$ cat src/rtl/bias_activation.sv
// bias_activation
//   Post-accumulation stage: adds the per-kernel bias to each signed accumulator
//   result, applies ReLU, right-shifts by SHIFT and saturates to OUT_WIDTH bits.
//   Counts accepted pixels per kernel and pulses next_bias_o so the bias buffer
//   advances to the next kernel's bias.
//
//   Optional feature macro: BIAS_ACT_ROUND_EN
//     defined   -> round-half-up (add 2^(SHIFT-1) before the shift)
//     undefined -> truncating (floor) shift
//
// Ports
//   clock_i       : clock, rising edge
//   reset_i       : asynchronous active-low reset
//   acc_valid_i   : accumulator beat valid
//   acc_ready_o   : stage accepts a beat this cycle (combinational, = !stall)
//   acc_data_i    : signed accumulator value
//   bias_i        : signed bias for the current kernel
//   out_valid_o   : output pixel valid
//   out_ready_i   : downstream accepts pixel
//   out_data_o    : activated, scaled, saturated pixel
//   kernel_idx_o  : kernel of the beat currently being accepted
//   next_bias_o   : one-cycle pulse after the last pixel of a kernel is accepted
//   done_o        : one-cycle pulse after the last pixel of the last kernel
module bias_activation #(
  parameter int unsigned DATA_WIDTH = 32,
  parameter int unsigned OUT_WIDTH  = 8,
  parameter int unsigned SHIFT      = 8,
  parameter int unsigned N_PIXELS   = 676,
  parameter int unsigned N_KERNELS  = 32
) (
  input  logic                         clock_i,
  input  logic                         reset_i,
  input  logic                         acc_valid_i,
  output logic                         acc_ready_o,
  input  logic [DATA_WIDTH-1:0]        acc_data_i,
  input  logic [DATA_WIDTH-1:0]        bias_i,
  output logic                         out_valid_o,
  input  logic                         out_ready_i,
  output logic [OUT_WIDTH-1:0]         out_data_o,
  output logic [$clog2(N_KERNELS)-1:0] kernel_idx_o,
  output logic                         next_bias_o,
  output logic                         done_o
);

  localparam int unsigned SUM_W = DATA_WIDTH + 1;
  localparam int unsigned KW    = $clog2(N_KERNELS);
  localparam int unsigned PW    = $clog2(N_PIXELS);
`ifdef BIAS_ACT_ROUND_EN
  localparam int unsigned RND_W = SUM_W + 1;
  localparam logic [RND_W-1:0] HALF = RND_W'(1) << (SHIFT - 1);
`else
  localparam int unsigned RND_W = SUM_W;
`endif

  // Pipeline state
  logic             r_s1_valid;
  logic [SUM_W-1:0] r_s1_sum;
  logic             r_out_valid;
  logic [OUT_WIDTH-1:0] r_out_data;

  // Counters and pulses
  logic [PW-1:0] r_pix;
  logic [KW-1:0] r_kernel;
  logic          r_next_bias;
  logic          r_done;

  logic             w_stall;
  logic             w_accept;
  logic [SUM_W-1:0] w_sum;
  logic [RND_W-1:0] w_rnd;
  logic [RND_W-1:0] w_q;
  logic [OUT_WIDTH-1:0] w_act;
  logic          w_last_pix;
  logic          w_last_kernel;

  assign w_stall     = r_out_valid && !out_ready_i;
  assign acc_ready_o = !w_stall;
  assign w_accept    = acc_valid_i && !w_stall;

  // Sign-extended add one bit wider than the operands, so it cannot overflow
  assign w_sum = {acc_data_i[DATA_WIDTH-1], acc_data_i} + {bias_i[DATA_WIDTH-1], bias_i};

  always_comb begin
    w_rnd = '0;
    w_q   = '0;
    w_act = '0;
`ifdef BIAS_ACT_ROUND_EN
    w_rnd = {r_s1_sum[SUM_W-1], r_s1_sum} + HALF;
`else
    w_rnd = r_s1_sum;
`endif
    // Logical shift is enough: negative values are clamped before use
    w_q = w_rnd >> SHIFT;
    if (w_rnd[RND_W-1]) begin
      w_act = '0;
    end else if (|w_q[RND_W-1:OUT_WIDTH]) begin
      w_act = '1;
    end else begin
      w_act = w_q[OUT_WIDTH-1:0];
    end
  end

  // Both stages advance together whenever the output is not stalled
  always_ff @(posedge clock_i or negedge reset_i) begin
    if (!reset_i) begin
      r_s1_valid  <= 1'b0;
      r_s1_sum    <= '0;
      r_out_valid <= 1'b0;
      r_out_data  <= '0;
    end else if (!w_stall) begin
      r_s1_valid  <= acc_valid_i;
      if (acc_valid_i) begin
        r_s1_sum <= w_sum;
      end
      r_out_valid <= r_s1_valid;
      if (r_s1_valid) begin
        r_out_data <= w_act;
      end
    end
  end

  assign w_last_pix    = (r_pix == PW'(N_PIXELS - 1));
  assign w_last_kernel = (r_kernel == KW'(N_KERNELS - 1));

  // Counters follow input acceptance, so pulses are never delayed by backpressure
  always_ff @(posedge clock_i or negedge reset_i) begin
    if (!reset_i) begin
      r_pix       <= '0;
      r_kernel    <= '0;
      r_next_bias <= 1'b0;
      r_done      <= 1'b0;
    end else begin
      r_next_bias <= 1'b0;
      r_done      <= 1'b0;
      if (w_accept) begin
        if (w_last_pix) begin
          r_pix       <= '0;
          r_next_bias <= 1'b1;
          if (w_last_kernel) begin
            r_kernel <= '0;
            r_done   <= 1'b1;
          end else begin
            r_kernel <= r_kernel + KW'(1);
          end
        end else begin
          r_pix <= r_pix + PW'(1);
        end
      end
    end
  end

  assign out_valid_o  = r_out_valid;
  assign out_data_o   = r_out_data;
  assign kernel_idx_o = r_kernel;
  assign next_bias_o  = r_next_bias;
  assign done_o       = r_done;

endmodule

$ cat config.mk
export PLATFORM = sky130hd
export DESIGN_NAME = bias_activation
export DESIGN_NICKNAME = d
export VERILOG_FILES = /design/src/rtl/bias_activation.sv
export SDC_FILE = /design/constraint.sdc
export NUM_CORES = 1
export LEC_CHECK = 0
export ABC_AREA = 1
export CAP_MARGIN = 20
export CORE_UTILIZATION = 26
export DETAILED_ROUTE_END_ITERATION = 10
export DONT_BUFFER_PORTS = 1
export MAX_ROUTING_LAYER = met4
export PLACE_DENSITY_LB_ADDON = 0.12
export SLEW_MARGIN = 40
export SYNTH_ARGS = -nofsm -noshare
export SYNTH_HDL_FRONTEND = slang
export SYNTH_SLANG_ARGS = --single-unit
$ cat constraint.sdc
create_clock -name clock_i -period 2.05 [get_ports clock_i]
set_input_delay 0.5125 -clock clock_i [delete_from_list [all_inputs] [get_ports clock_i]]
set_output_delay 0.5125 -clock clock_i [all_outputs]
set_load 0.03 [all_outputs]
==> metrics.cfg <==
[critical_path]
reg2reg_to = kernel_idx_o[0]
critical_path_class = primary input to flop
r2r_slack_ps = 320
startpoint = acc_data_i[13]
worstSetupEndpointType = flop
reg2reg_from = r_pix[0]
crit_end = r_s1_sum[30]
critPathArrivalTime_ps = 1990
startpoint_type = primary input
worst-path-max-fanout = 4
worstPathRequired_ps = 2240
reg2regPathDepth = 7

[drt]
routedWlPerCell_um = 13.5
top_layer = met4
wl_met2_um = 5390
drc = 0
drtPass1Iterations = 4
wl_met1_um = 5870
vias = 3921
routed_via_density = 4.51
wl_um = 11700
dr.first_iter.drc_count = 224
ant_nets = 0
wl_met3_um = 366

[logic_synthesis]
async_flop_share = 1.00
yosysWarnings = 0
ys_types = 30
synth_top_area_cell = dfrtp_1
synth-edff-count = 0
yosys_most_used_dff = dfrtp_1
syn-instance-count = 630
yosysTopAreaCellShare = 0.313
synth_area_sq_um = 4160
ys_top_cells_by_area = dfrtp_1 (31%), nand2_1 (19%), ha_1 (10%), inv_1 (7.1%), o21ai_0 (6.6%)
synthesis.nets = 732
ys_ff_latch = 52
syn_avg_cell_area_sq_um = 6.60
yosysSeqAreaShare = 0.313

[final_layout]
nets = 759
final_cell_mix = nand2_1 (206), inv_1 (79), nor2_1 (59)
finalNonFillerCells = 869
area.growth.synth_to_final_pct = 15.3
final_common_cell = nand2_1
regArea_sq_um = 1300
drive_gt1_frac = 0.0653
final_core_util = 0.311
multi_input_area_sq_um = 2530
stdcell_area_sq_um = 4790
antenna-diode-count = 0
fillers = 1763

[sta]
clock-skew-final_ps = 2.95
hold_slack_ps = 59.4
max_slew.worst_pin.slew_ps = 395
maxSlewHeadroom = 0.736
finalHoldViolCount = 0
drv_slew = 0
period_share = 0.878
fmax_mhz = 555
setup_viol = 0
rsz0062_at_grt = no
setup_tns_ps = 0
min_period_ps = 1800

[cts]
clkSlewWorstSetupHoldPaths_ps = 70
clkSinkCount = 52
cts_made_buffers = 5
cts_root_buf = clkbuf_16
cts_resized = 0
post_cts.repair.setup_buffers = 0
cts_hold_buf = 1
tritoncts = yes
cts.path.max_buffers = 2
htreeDepth = 2
worstSkewPairLatency_ps = 300

[power]
p_sw_mw = 1.36
p_leak_nw = 2.45
clockPowerShare = 0.277
irDropWorstVdd_mv = 0.399
p_sw_frac = 0.368
intPower_mw = 2.33
combPwrFrac = 0.293
power_frac_seq = 0.430
power_density_nw_per_um2 = 769

[grt]
grt_pass1_vias = 3914
antenna_found_initial = 0
grt_max_degree = 53
grt_pass1_wl_um = 19400
grt_overflow = 0
grt_usage = 0.154

[place]
gp_congestion = 0.877
place_hpwl_um = 9800
portBuffers = 0
placed_cell_area_sq_um = 4580
dp.cells = 860

[die]
fp.dieH_um = 128
rows = 45
die_width_um = 128
start_util = 0.269
core_area_sq_um = 15400
dieArea_sq_um = 16500
io_pins = 85

[flow_run]
drv_cap = 0

[hold_path]
hold_class = primary input to asynchronous set/reset pin

[status]
status = finished, final reports clean

## state kept, by name, summed over array words and instances, names as in the netlist
name / count
r_s1_valid: 1
out_data_o: 8
r_s1_sum: 25
next_bias_o: 1
out_valid_o: 1
r_pix: 10
kernel_idx_o: 5
done_o: 1
## area by class of cell
cell class,instances,share of cell area
repair buffers,26,0.0449
clock inverters,1,0.00627
clock buffers,7,0.0319
well taps,211,0.0551
multi-input cells,492,0.528
flip-flops and latches,52,0.272
inverters,80,0.0627
## critical path: stages
cell,delay [ps]
ha_1,340
nand2_1,120
nor2_2,150
nor3b_1,210
o21ai_0,130
nand2_1,160
nand2_1,130
nand2_1,80
nand2_1,50
nand3_1,60
nand2_1,50
## metrics by stage
step / power, mW / worst slack, ps
after detailed placement: 2.67 / -71.5
after global routing: 3.97 / 97.2
after CTS: 3.74 / 234
final: 3.68 / 250
after global placement: 2.67 / -102
after floorplan: 2.32 / 234
## synthesized netlist by cell type, types with 2 or more instances
library cell and count:
nand2_1 206, inv_1 79, nor2_1 59, o21ai_0 55
dfrtp_1 52, a21oi_1 45, nand3_1 39, ha_1 34
nor3_1 10, xnor2_1 8, nand3b_1 6, nor4_1 5
nand4_1 4, o21a_1 4, buf_2 3, nand3_2 3
and2_1 2, clkbuf_1 2, nor3b_1 2, o21bai_1 2
## cells by family after synthesis
| logic type | after synthesis | share of synthesized area |
|---|---|---|
| DFF | 52 | 0.313 |
| xor gates and xnor gates | 9 | 0.0190 |
| AOI/OAI and AO/OA | 107 | 0.132 |
| buffers and inverters | 86 | 0.0786 |
| and+or+nand+nor | 342 | 0.354 |
| adders and majority gates | 34 | 0.102 |
## power by group through the flow
stage	registers, mW	clock network (mW)	logic (mW)
after floorplan	1.55	0	0.773
after global placement	1.61	0	1.06
after detailed placement	1.60	0	1.07
after CTS	1.59	1.05	1.10
after global routing	1.62	1.09	1.26
final	1.58	1.02	1.08
## worst min-delay path by stage
stage,start,to,slack (ps),depth (start not counted)
floorplan,reset_i,done_o,220,0
global placement,reset_i,out_data_o[2],220,0
detailed placement,reset_i,out_data_o[2],220,0
CTS,reset_i,out_data_o[2],80,1
global route,reset_i,out_data_o[2],90,1
finish,reset_i,kernel_idx_o[3],60,1
## routing by layer
layer  track usage  vias up
met2         0.249       63
met5             -        -
li1              -     2099
met3        0.0195       12
met4        0.0353        0
met1         0.205     1747
Note: power is estimated with default switching activity, not from simulation.
